File: src/rtl/wb_arbiter_pkg.sv
// Shared types and constants for the write-back arbiter and its load queue.
// The queue entry carries DATA_W bits of load data; instantiate with XLEN == DATA_W.
package wb_arbiter_pkg;

  localparam int REG_IDX_W = 5;
  localparam int DATA_W    = 32;

  localparam logic [REG_IDX_W-1:0] X0_IDX = 5'd0;

  typedef struct packed {
    logic [REG_IDX_W-1:0] rd;
    logic [DATA_W-1:0]    data;
    logic                 filled;
  } lq_entry_t;

  localparam lq_entry_t LQ_ENTRY_RST = '{rd: 5'd0, data: 32'd0, filled: 1'b0};

endpackage

File: src/rtl/wb_load_queue.sv
// In-order circular buffer of outstanding loads: entries are pushed at the tail,
// filled in order by memory responses and popped at the head once filled.
module wb_load_queue
  import wb_arbiter_pkg::*;
#(
  parameter int XLEN   = DATA_W,
  parameter int QDEPTH = 4
) (
  input  logic                   clk,
  input  logic                   rst,
  input  logic                   push,
  input  logic [REG_IDX_W-1:0]   push_rd,
  input  logic                   fill,
  input  logic [XLEN-1:0]        fill_data,
  input  logic                   pop,
  output logic                   head_filled,
  output logic [REG_IDX_W-1:0]   head_rd,
  output logic [XLEN-1:0]        head_data,
  output logic                   full,
  output logic                   has_unfilled,
  output logic [$clog2(QDEPTH):0] count
);

  localparam int PTR_W = $clog2(QDEPTH);
  localparam int CNT_W = PTR_W + 1;

  lq_entry_t        mem_r [QDEPTH];
  logic [PTR_W-1:0] tail_r;
  logic [PTR_W-1:0] fill_r;
  logic [PTR_W-1:0] head_r;
  logic [CNT_W-1:0] count_r;
  logic [CNT_W-1:0] unfilled_r;

  // Unfilled entries are tracked separately because fill_r == tail_r is ambiguous when full.
  assign full         = (count_r == CNT_W'(QDEPTH));
  assign has_unfilled = (unfilled_r != {CNT_W{1'b0}});
  assign head_filled  = (count_r != {CNT_W{1'b0}}) && mem_r[head_r].filled;
  assign head_rd      = mem_r[head_r].rd;
  assign head_data    = mem_r[head_r].data;
  assign count        = count_r;

  // Pointer, counter and entry storage updates; callers guarantee push/fill/pop legality.
  always_ff @(posedge clk) begin
    if (rst) begin
      for (int i = 0; i < QDEPTH; i++) begin
        mem_r[i] <= LQ_ENTRY_RST;
      end
      tail_r     <= {PTR_W{1'b0}};
      fill_r     <= {PTR_W{1'b0}};
      head_r     <= {PTR_W{1'b0}};
      count_r    <= {CNT_W{1'b0}};
      unfilled_r <= {CNT_W{1'b0}};
    end else begin
      if (push) begin
        mem_r[tail_r] <= '{rd: push_rd, data: {DATA_W{1'b0}}, filled: 1'b0};
        tail_r        <= tail_r + PTR_W'(1);
      end
      if (fill) begin
        mem_r[fill_r].data   <= fill_data;
        mem_r[fill_r].filled <= 1'b1;
        fill_r               <= fill_r + PTR_W'(1);
      end
      if (pop) begin
        head_r <= head_r + PTR_W'(1);
      end
      count_r    <= count_r + CNT_W'(push) - CNT_W'(pop);
      unfilled_r <= unfilled_r + CNT_W'(push) - CNT_W'(fill);
    end
  end

endmodule

File: src/rtl/wb_arbiter.sv
// Write-back arbiter: ALU results take the register-file write port first,
// filled loads drain in order otherwise; a busy scoreboard drives the decode hazard.
module wb_arbiter
  import wb_arbiter_pkg::*;
#(
  parameter int XLEN   = DATA_W,
  parameter int QDEPTH = 4
) (
  input  logic                    clk,
  input  logic                    rst,
  input  logic                    alu_valid,
  input  logic [REG_IDX_W-1:0]    alu_rd,
  input  logic [XLEN-1:0]         alu_data,
  input  logic                    ld_issue_valid,
  input  logic [REG_IDX_W-1:0]    ld_issue_rd,
  output logic                    ld_issue_ready,
  input  logic                    mem_resp_valid,
  input  logic [XLEN-1:0]         mem_resp_data,
  input  logic [REG_IDX_W-1:0]    dec_rs1,
  input  logic [REG_IDX_W-1:0]    dec_rs2,
  input  logic [REG_IDX_W-1:0]    dec_rd,
  output logic                    hazard,
  output logic [REG_IDX_W-1:0]    rdi,
  output logic [XLEN-1:0]         write_data,
  output logic                    reg_write,
  output logic [$clog2(QDEPTH):0] pending,
  output logic                    resp_err
);

  localparam int NREGS = 1 << REG_IDX_W;

  logic                 issue_s;
  logic                 fill_s;
  logic                 pop_s;
  logic                 head_filled_s;
  logic [REG_IDX_W-1:0] head_rd_s;
  logic [XLEN-1:0]      head_data_s;
  logic                 full_s;
  logic                 has_unfilled_s;
  logic [NREGS-1:0]     busy_r;
  logic [NREGS-1:0]     busy_next_s;

  assign ld_issue_ready = !full_s;
  assign issue_s        = ld_issue_valid && !full_s;
  assign fill_s         = mem_resp_valid && has_unfilled_s;
  assign pop_s          = !alu_valid && head_filled_s;
  assign hazard         = busy_r[dec_rs1] | busy_r[dec_rs2] | busy_r[dec_rd];

  wb_load_queue #(.XLEN(XLEN), .QDEPTH(QDEPTH)) u_queue (
    .clk          (clk),
    .rst          (rst),
    .push         (issue_s),
    .push_rd      (ld_issue_rd),
    .fill         (fill_s),
    .fill_data    (mem_resp_data),
    .pop          (pop_s),
    .head_filled  (head_filled_s),
    .head_rd      (head_rd_s),
    .head_data    (head_data_s),
    .full         (full_s),
    .has_unfilled (has_unfilled_s),
    .count        (pending)
  );

  // Next scoreboard: issue sets, pop clears, x0 never tracked.
  always_comb begin
    busy_next_s = busy_r;
    for (int i = 0; i < NREGS; i++) begin
      busy_next_s[i] = (i == int'(X0_IDX))                          ? 1'b0 :
                       (issue_s && (ld_issue_rd == REG_IDX_W'(i)))  ? 1'b1 :
                       (pop_s && (head_rd_s == REG_IDX_W'(i)))      ? 1'b0 :
                                                                      busy_r[i];
    end
  end

  // Scoreboard, sticky error and registered write-port selection.
  always_ff @(posedge clk) begin
    if (rst) begin
      busy_r     <= {NREGS{1'b0}};
      resp_err   <= 1'b0;
      rdi        <= X0_IDX;
      write_data <= {XLEN{1'b0}};
      reg_write  <= 1'b0;
    end else begin
      busy_r <= busy_next_s;
      if (mem_resp_valid && !has_unfilled_s) begin
        resp_err <= 1'b1;
      end
      if (alu_valid) begin
        rdi        <= alu_rd;
        write_data <= alu_data;
        reg_write  <= (alu_rd != X0_IDX);
      end else if (pop_s) begin
        rdi        <= head_rd_s;
        write_data <= head_data_s;
        reg_write  <= (head_rd_s != X0_IDX);
      end else begin
        reg_write  <= 1'b0;
      end
    end
  end

endmodule

File: config.mk
export PLATFORM = sky130hd
export DESIGN_NAME = wb_arbiter
export DESIGN_NICKNAME = d
export VERILOG_FILES = /design/src/rtl/wb_arbiter_pkg.sv /design/src/rtl/wb_load_queue.sv /design/src/rtl/wb_arbiter.sv
export SDC_FILE = /design/constraint.sdc
export NUM_CORES = 1
export LEC_CHECK = 0
export CAP_MARGIN = 20
export CELL_PAD_IN_SITES_DETAIL_PLACEMENT = 1
export CELL_PAD_IN_SITES_GLOBAL_PLACEMENT = 2
export CORE_ASPECT_RATIO = 0.9
export CORE_MARGIN = 2
export CORE_UTILIZATION = 35
export DETAILED_ROUTE_END_ITERATION = 16
export DONT_BUFFER_PORTS = 1
export PLACE_DENSITY = 0.62
export SETUP_SLACK_MARGIN = 0.02
export SLEW_MARGIN = 15
export SYNTH_ARGS = -nofsm -noshare
export SYNTH_HDL_FRONTEND = slang
export SYNTH_SLANG_ARGS = --single-unit
File: constraint.sdc
create_clock -name clk -period 3.8 [get_ports clk]
set_clock_uncertainty 0.1 [all_clocks]
set_input_delay 0.57 -clock clk [delete_from_list [all_inputs] [get_ports clk]]
set_output_delay 0.57 -clock clk [all_outputs]
set_load 0.02 [all_outputs]
[After elaboration in Yosys (flattened, before gate mapping)]
Memory sizes are Yosys's and may differ from the RTL's. A register that Yosys moved wholly into a read port is not among the register bits.
Cells that the tools add are included.
Widths: inputs -> output; s select.
Operators by class
  add/sub/neg operators: 7
  multiply operators: 0
  div/mod/pow operators: 0
  $lt $le $gt $ge: 3
  equal/unequal tests: 63
  shift operators: 0
  multiplexer cells: 90
  bitwise operators: 2
  reduce and logical (&&, ||, !) cells: 108
Operator list (number)
  $eq 5x5->1 const B: 32
  $eq 5x4->1 const B: 16
  $mux 1: 76
  $mux 38: 2
  $reduce_or 38->1: 2
  $logic_and 1x1->1: 67
  $mux 32: 2
  $reduce_bool 2->1: 32
  $eq 5x3->1 const B: 8
  $eq 5x2->1 const B: 4
  $lt 5x6->1 const B: 3
  $bmux 1 s5: 3
  $eq 5x1->1 const B: 2
  $mux 2: 5
  $mux 5: 2
  $reduce_bool 5->1: 2
  $add 2x1->2 const B: 3
  $add 3x1->3: 2
  $reduce_bool 3->1: 2
  $sub 3x1->3: 2
  $eq 3x3->1 const B: 1
  $logic_not 1->1: 3
  $or 1x1->1: 2
Storage, ports and cells
  register bits: 83
  bits in latches: 0
  memory bits (writable): 152
  ROM bits: 0
  input port bits: 94
  output and inout port bits: 44
  logic and storage cells: 315
  memories kept: 1
Memory list
  u_queue.mem_r: words 4, width 38, read ports 1, clocked after memory_dff 1, write ports 4, line wb_load_queue.sv:27  | lq_entry_t mem_r [QDEPTH];

[Logic depth before layout (Yosys ltp)]
  depth after elaboration: 8
  mapped depth: 11
  depth with buffers taken out: 10

[By module]
From an unflattened synthesis, not the netlist that was laid out.
Second synthesis, totals
  cell total of the unflattened synthesis: 910
  area total of the unflattened synthesis: 11175.7 µm²
Modules (own cells, without submodules)
  wb_load_queue: times used 1, cells an instance 450, area an instance 7319.5 µm², seq. area each 4804.6 µm²
  wb_arbiter: times used 1, cells an instance 460, area an instance 3856.2 µm², seq. area each 1401.3 µm²

[Worst setup path after synthesis]
Ideal clock, no wire load.
  kind: input port to flip-flop
  start point: input alu_valid
  end point: register u_queue.count_r[2] (netlist: u_queue.count[2])
  library setup time: 0.128 ns
  data arrival time: 2.617 ns
  data required time: 3.572 ns
  setup slack: 0.955 ns
  stages on the path: 10
  buffers on the path: 2
  cells stage by stage: buf_1 > buf_1 > nor2_1 > ha_1 > inv_1 > ha_1 > fa_1 > xnor2_1 > xnor2_1 > nor2_1
Between the ends
  longest elaborated chain between the ends: 3
Ends and longest elaborated chain
  start, declared: line wb_arbiter.sv:11  | input logic alu_valid,
  $logic_not 1->1: line wb_arbiter.sv:46  | assign pop_s = !alu_valid && head_filled_s;
  $logic_and 1x1->1: line wb_arbiter.sv:46
  net pop_s: line wb_arbiter.sv:34  | logic pop_s;
  $sub 3x1->3: line wb_load_queue.sv:66  | count_r <= count_r + CNT_W'(push) - CNT_W'(pop);
  end signal, assigned: line wb_load_queue.sv:51  | count_r <= {CNT_W{1'b0}};
  end signal, assigned: line wb_load_queue.sv:66
  end, declared: line wb_load_queue.sv:31  | logic [CNT_W-1:0] count_r;
The timed path passes the listed nets, and every way through them passes these cells.
A chain may end at the register's enable or synchronous reset.

[Final worst setup path]
  start point: register busy_r[29]
  end point: output hazard
Between the ends
  longest elaborated chain between the ends: 4
  elaborated cells between the ends (all ways): 8
  those cells by class: mux (6); bitwise (2)
Ends and longest elaborated chain
  start, declared: line wb_arbiter.sv:40  | logic [NREGS-1:0] busy_r;
  start signal, assigned: line wb_arbiter.sv:79  | busy_r <= {NREGS{1'b0}};
  start signal, assigned: line wb_arbiter.sv:85  | busy_r <= busy_next_s;
  $bmux 1 s5: line wb_arbiter.sv:47  | assign hazard = busy_r[dec_rs1] | busy_r[dec_rs2] | busy_r[dec_rd];
  $mux 1 (implied by the code): line wb_arbiter.sv:47
  $or 1x1->1: line wb_arbiter.sv:47
  $or 1x1->1 (*): line wb_arbiter.sv:47
  end, declared: line wb_arbiter.sv:22  | output logic hazard,
Every way passes the cells marked *; elsewhere a longest branch is shown, timed or not. The select of a mux whose other input is x is not followed.

==> impl_metrics.yaml <==
outcome:
  outcome: "finished clean"
power:
  seqPwrFrac: 0.442
  irDropWorstVdd_mv: 0.4124
  switching_share: 0.2774
  comb_power_share: 0.177
  p_int_mw: 5.325
  clock_power_share: 0.380
  leakage_nw: 5.094
  p_per_area_mw_per_mm2: 582.7
  p_sw_mw: 2.044
setup_path:
  crit_path_end: "hazard"
  worstPathMaxFanout: 4
  cpLargestDelayFamily: "compound AO/OA/AOI/OAI gates"
  path_cells: "mux4_2 > o2111a_1 > a2111oi_0 > nand3_1"
  rr_worst_depth: 10
  r2r-end: "u_queue.count[2]"
  rrSetupSlack_ps: 920
  crit_buf_inv: 0
  crit_required_ps: 3130
  path_depth: 4
  cp_data_arrival_time_ps: 2370
  crit_type: "flop to primary output"
  crit_start: "busy_r[29]"
  slowest_delay_ps: 500
  critPathLaunchType: "flop"
  end_kind: "primary output"
  cp_slowest_cell: "mux4_2"
routing:
  ant_nets: 0
  viasPerCell: 5.527
  drc: 0
  firstDrtPassIters: 5
  vias: 7163
  route.detailed.wl_per_inst_um: 24.20
  wl_um: 31360
  drtIter0Drc: 408
grt:
  overflow: 0
  antenna_found_initial: 0
  grt_pass1_vias: 7835
  grt_pass1_wl_um: 47890
  grt_use_total: 0.1876
  grt_max_degree: 129
placement:
  finalWeightedCongestion: 0.7752
  io_buffer_count: 0
  post-place-ws_ps: 856.4
  hpwl_um: 20280
timing:
  worst_pin_slew_ps: 1041
  timing_hold_violations_final: 0
  setup-violations-final: 0
  max_freq_ghz: 0.3286
  fin_setup_tns_ps: 0
  final_max_slew_viol_count: 0
  min_period_ps: 3043
  slew_headroom: 0.3061
  fin_ws_ps: 756.7
  holdWs_ps: 38.37
  min_period_over_period: 0.8009
  rsz0062_at_grt: "false"
final_layout:
  fillers: 3283
  drive_gt1_frac: 0.1909
  mostFrequentLayoutCells: "edfxtp_1 (148), and3_1 (138), dfxtp_1 (86)"
  nets: 963
  final_common_cell: "edfxtp_1"
  utilization: 0.3976
  syn_to_final_growth_pct: 12.18
  n_antenna_cell: 0
floorplanning:
  num_rows: 62
  initial_core_util: 0.3544
  fp.dieW_um: 193.2
  dieArea_mm2: 0.03366
  ios: 138
  core_mm2: 0.03181
  die_h_um: 174.3
cts:
  cts_sinks: 236
  clkTransAtPathRegs_ps: 60
  root_buffer: "clkbuf_16"
  clock_latency_ps: 540
  cts_max_level: 1
  post_cts_buffers: 0
  clockBufferDepth: 3
  cts_tree: "yes"
  numCtsBuffers: 26
logic_synthesis:
  synth_nets: 981
  synth_top_flop_cell: "edfxtp_1"
  synth_warnings: 0
  ys_seq_area_frac: 0.5505
  synth_edf_count: 148
  synth.avg_cell_area_um2: 12.84
  synth_area_mm2: 0.01127
  ys_types: 49
  synthCells: 878
  ys_ff_latch: 236
  postSynth.asyncResetShare: 0
flow_run:
  cap_violations: 0
min_path:
  hp-class: "input port to flop"
-- metrics by stage --
step                cell area, um2  std cells  power [mW]
floorplan                    11270        878       4.222
global placement             11660       1246       4.584
detailed placement           11660       1246       4.641
CTS                          12650       1296       7.476
global route                 12650       1296       7.712
finish                       12650       1296       7.369
-- layout make-up --
class	instances	area [um2]	area share
timing repair buffer	14	132.6	0.01049
inverter	14	52.55	0.004156
clock buffer	29	661.9	0.05234
clock inverter	19	294.0	0.02325
multi-input combinational	568	4773	0.3775
sequential	236	6211	0.4911
tap	416	520.5	0.04116
-- cells by family after synthesis --
group / Yosys count / synth area share
compound gates: 83 / 0.04206
xor+xnor: 9 / 0.006993
fa+ha+maj: 9 / 0.01132
buf+inv: 74 / 0.02786
flops: 236 / 0.5505
mux: 147 / 0.1967
simple gates: 320 / 0.1646
-- worst min-delay path by stage --
stage                        start                  end  depth (start not counted)
6_report                       rst        write_data[8]                          1
5_1_grt                        rst        write_data[8]                          1
4_1_cts                        rst                 flop                          1
3_5_place_dp   u_queue.mem_r[3][0]  u_queue.mem_r[3][0]                          1
3_3_place_gp   u_queue.mem_r[3][0]  u_queue.mem_r[3][0]                          1
2_1_floorplan  u_queue.mem_r[1][0]  u_queue.mem_r[1][0]                          1
-- repair_timing --
action,4_1_cts,5_1_grt
resized for setup,0,0
hold buffers,2,0
hold endpoints to repair,25,0
-- registers in the layout, summed over array words and instances, names as in the netlist, 3 cells and up, named ones only --
register / count
u_queue.unfilled_r: 3
busy_r: 31
write_data: 32
u_queue.count: 3
rdi: 5
u_queue.mem_r: 152
-- synthesized netlist by cell type (3+ instances only) --
library cell	instances	area (um2)
ha_1	7	87.58
a21o_1	4	30.03
nor2_1	60	225.2
nor4_1	3	18.77
nor2b_1	42	262.8
mux2i_1	49	490.5
buf_1	8	30.03
mux2_2	43	484.2
xnor2_1	7	61.31
nand3b_1	7	52.55
o21ai_1	23	115.1
mux4_2	54	1216
buf_4	5	37.54
nand2_1	15	56.30
edfxtp_1	148	4444
nor3_1	6	30.03
a2111oi_0	3	26.28
a21oi_1	3	15.01
nand2b_1	12	75.07
inv_1	13	48.80
buf_2	8	40.04
nand3_1	8	40.04
and3_1	138	863.3
o21ai_0	39	195.2
clkbuf_1	38	142.6
dfxtp_1	88	1762
nor3b_1	4	30.03
and2_1	14	87.58
-- power groups by stage --
stage	Combinational (mW)	Clock, mW	Sequential [mW]
after floorplan	0.967	0	3.26
after global routing	1.43	2.98	3.30
after global placement	1.29	0	3.30
after CTS	1.33	2.87	3.27
final	1.30	2.80	3.26
after detailed placement	1.32	0	3.32
-- per-layer routing --
metal / track usage / wire length (um) / vias up
li1: - / - / 3259
met3: 0.04179 / 1952 / 31
met5: 0 / 0 / -
met2: 0.3143 / 15290 / 180
met1: 0.2497 / 13710 / 3693
met4: 0.03662 / 403 / 0
-- worst reg2reg max path: cells and delay by family (launching register included) --
family	cells	cell delay [ps]
flip-flops	1	530
adder cells (fa/ha/maj)	3	860
buffers and inverters	1	40
XOR/XNOR	2	350
AND/OR/NAND/NOR	3	230
multiplexers	1	670
Note: power is estimated with default switching activity, not from simulation.
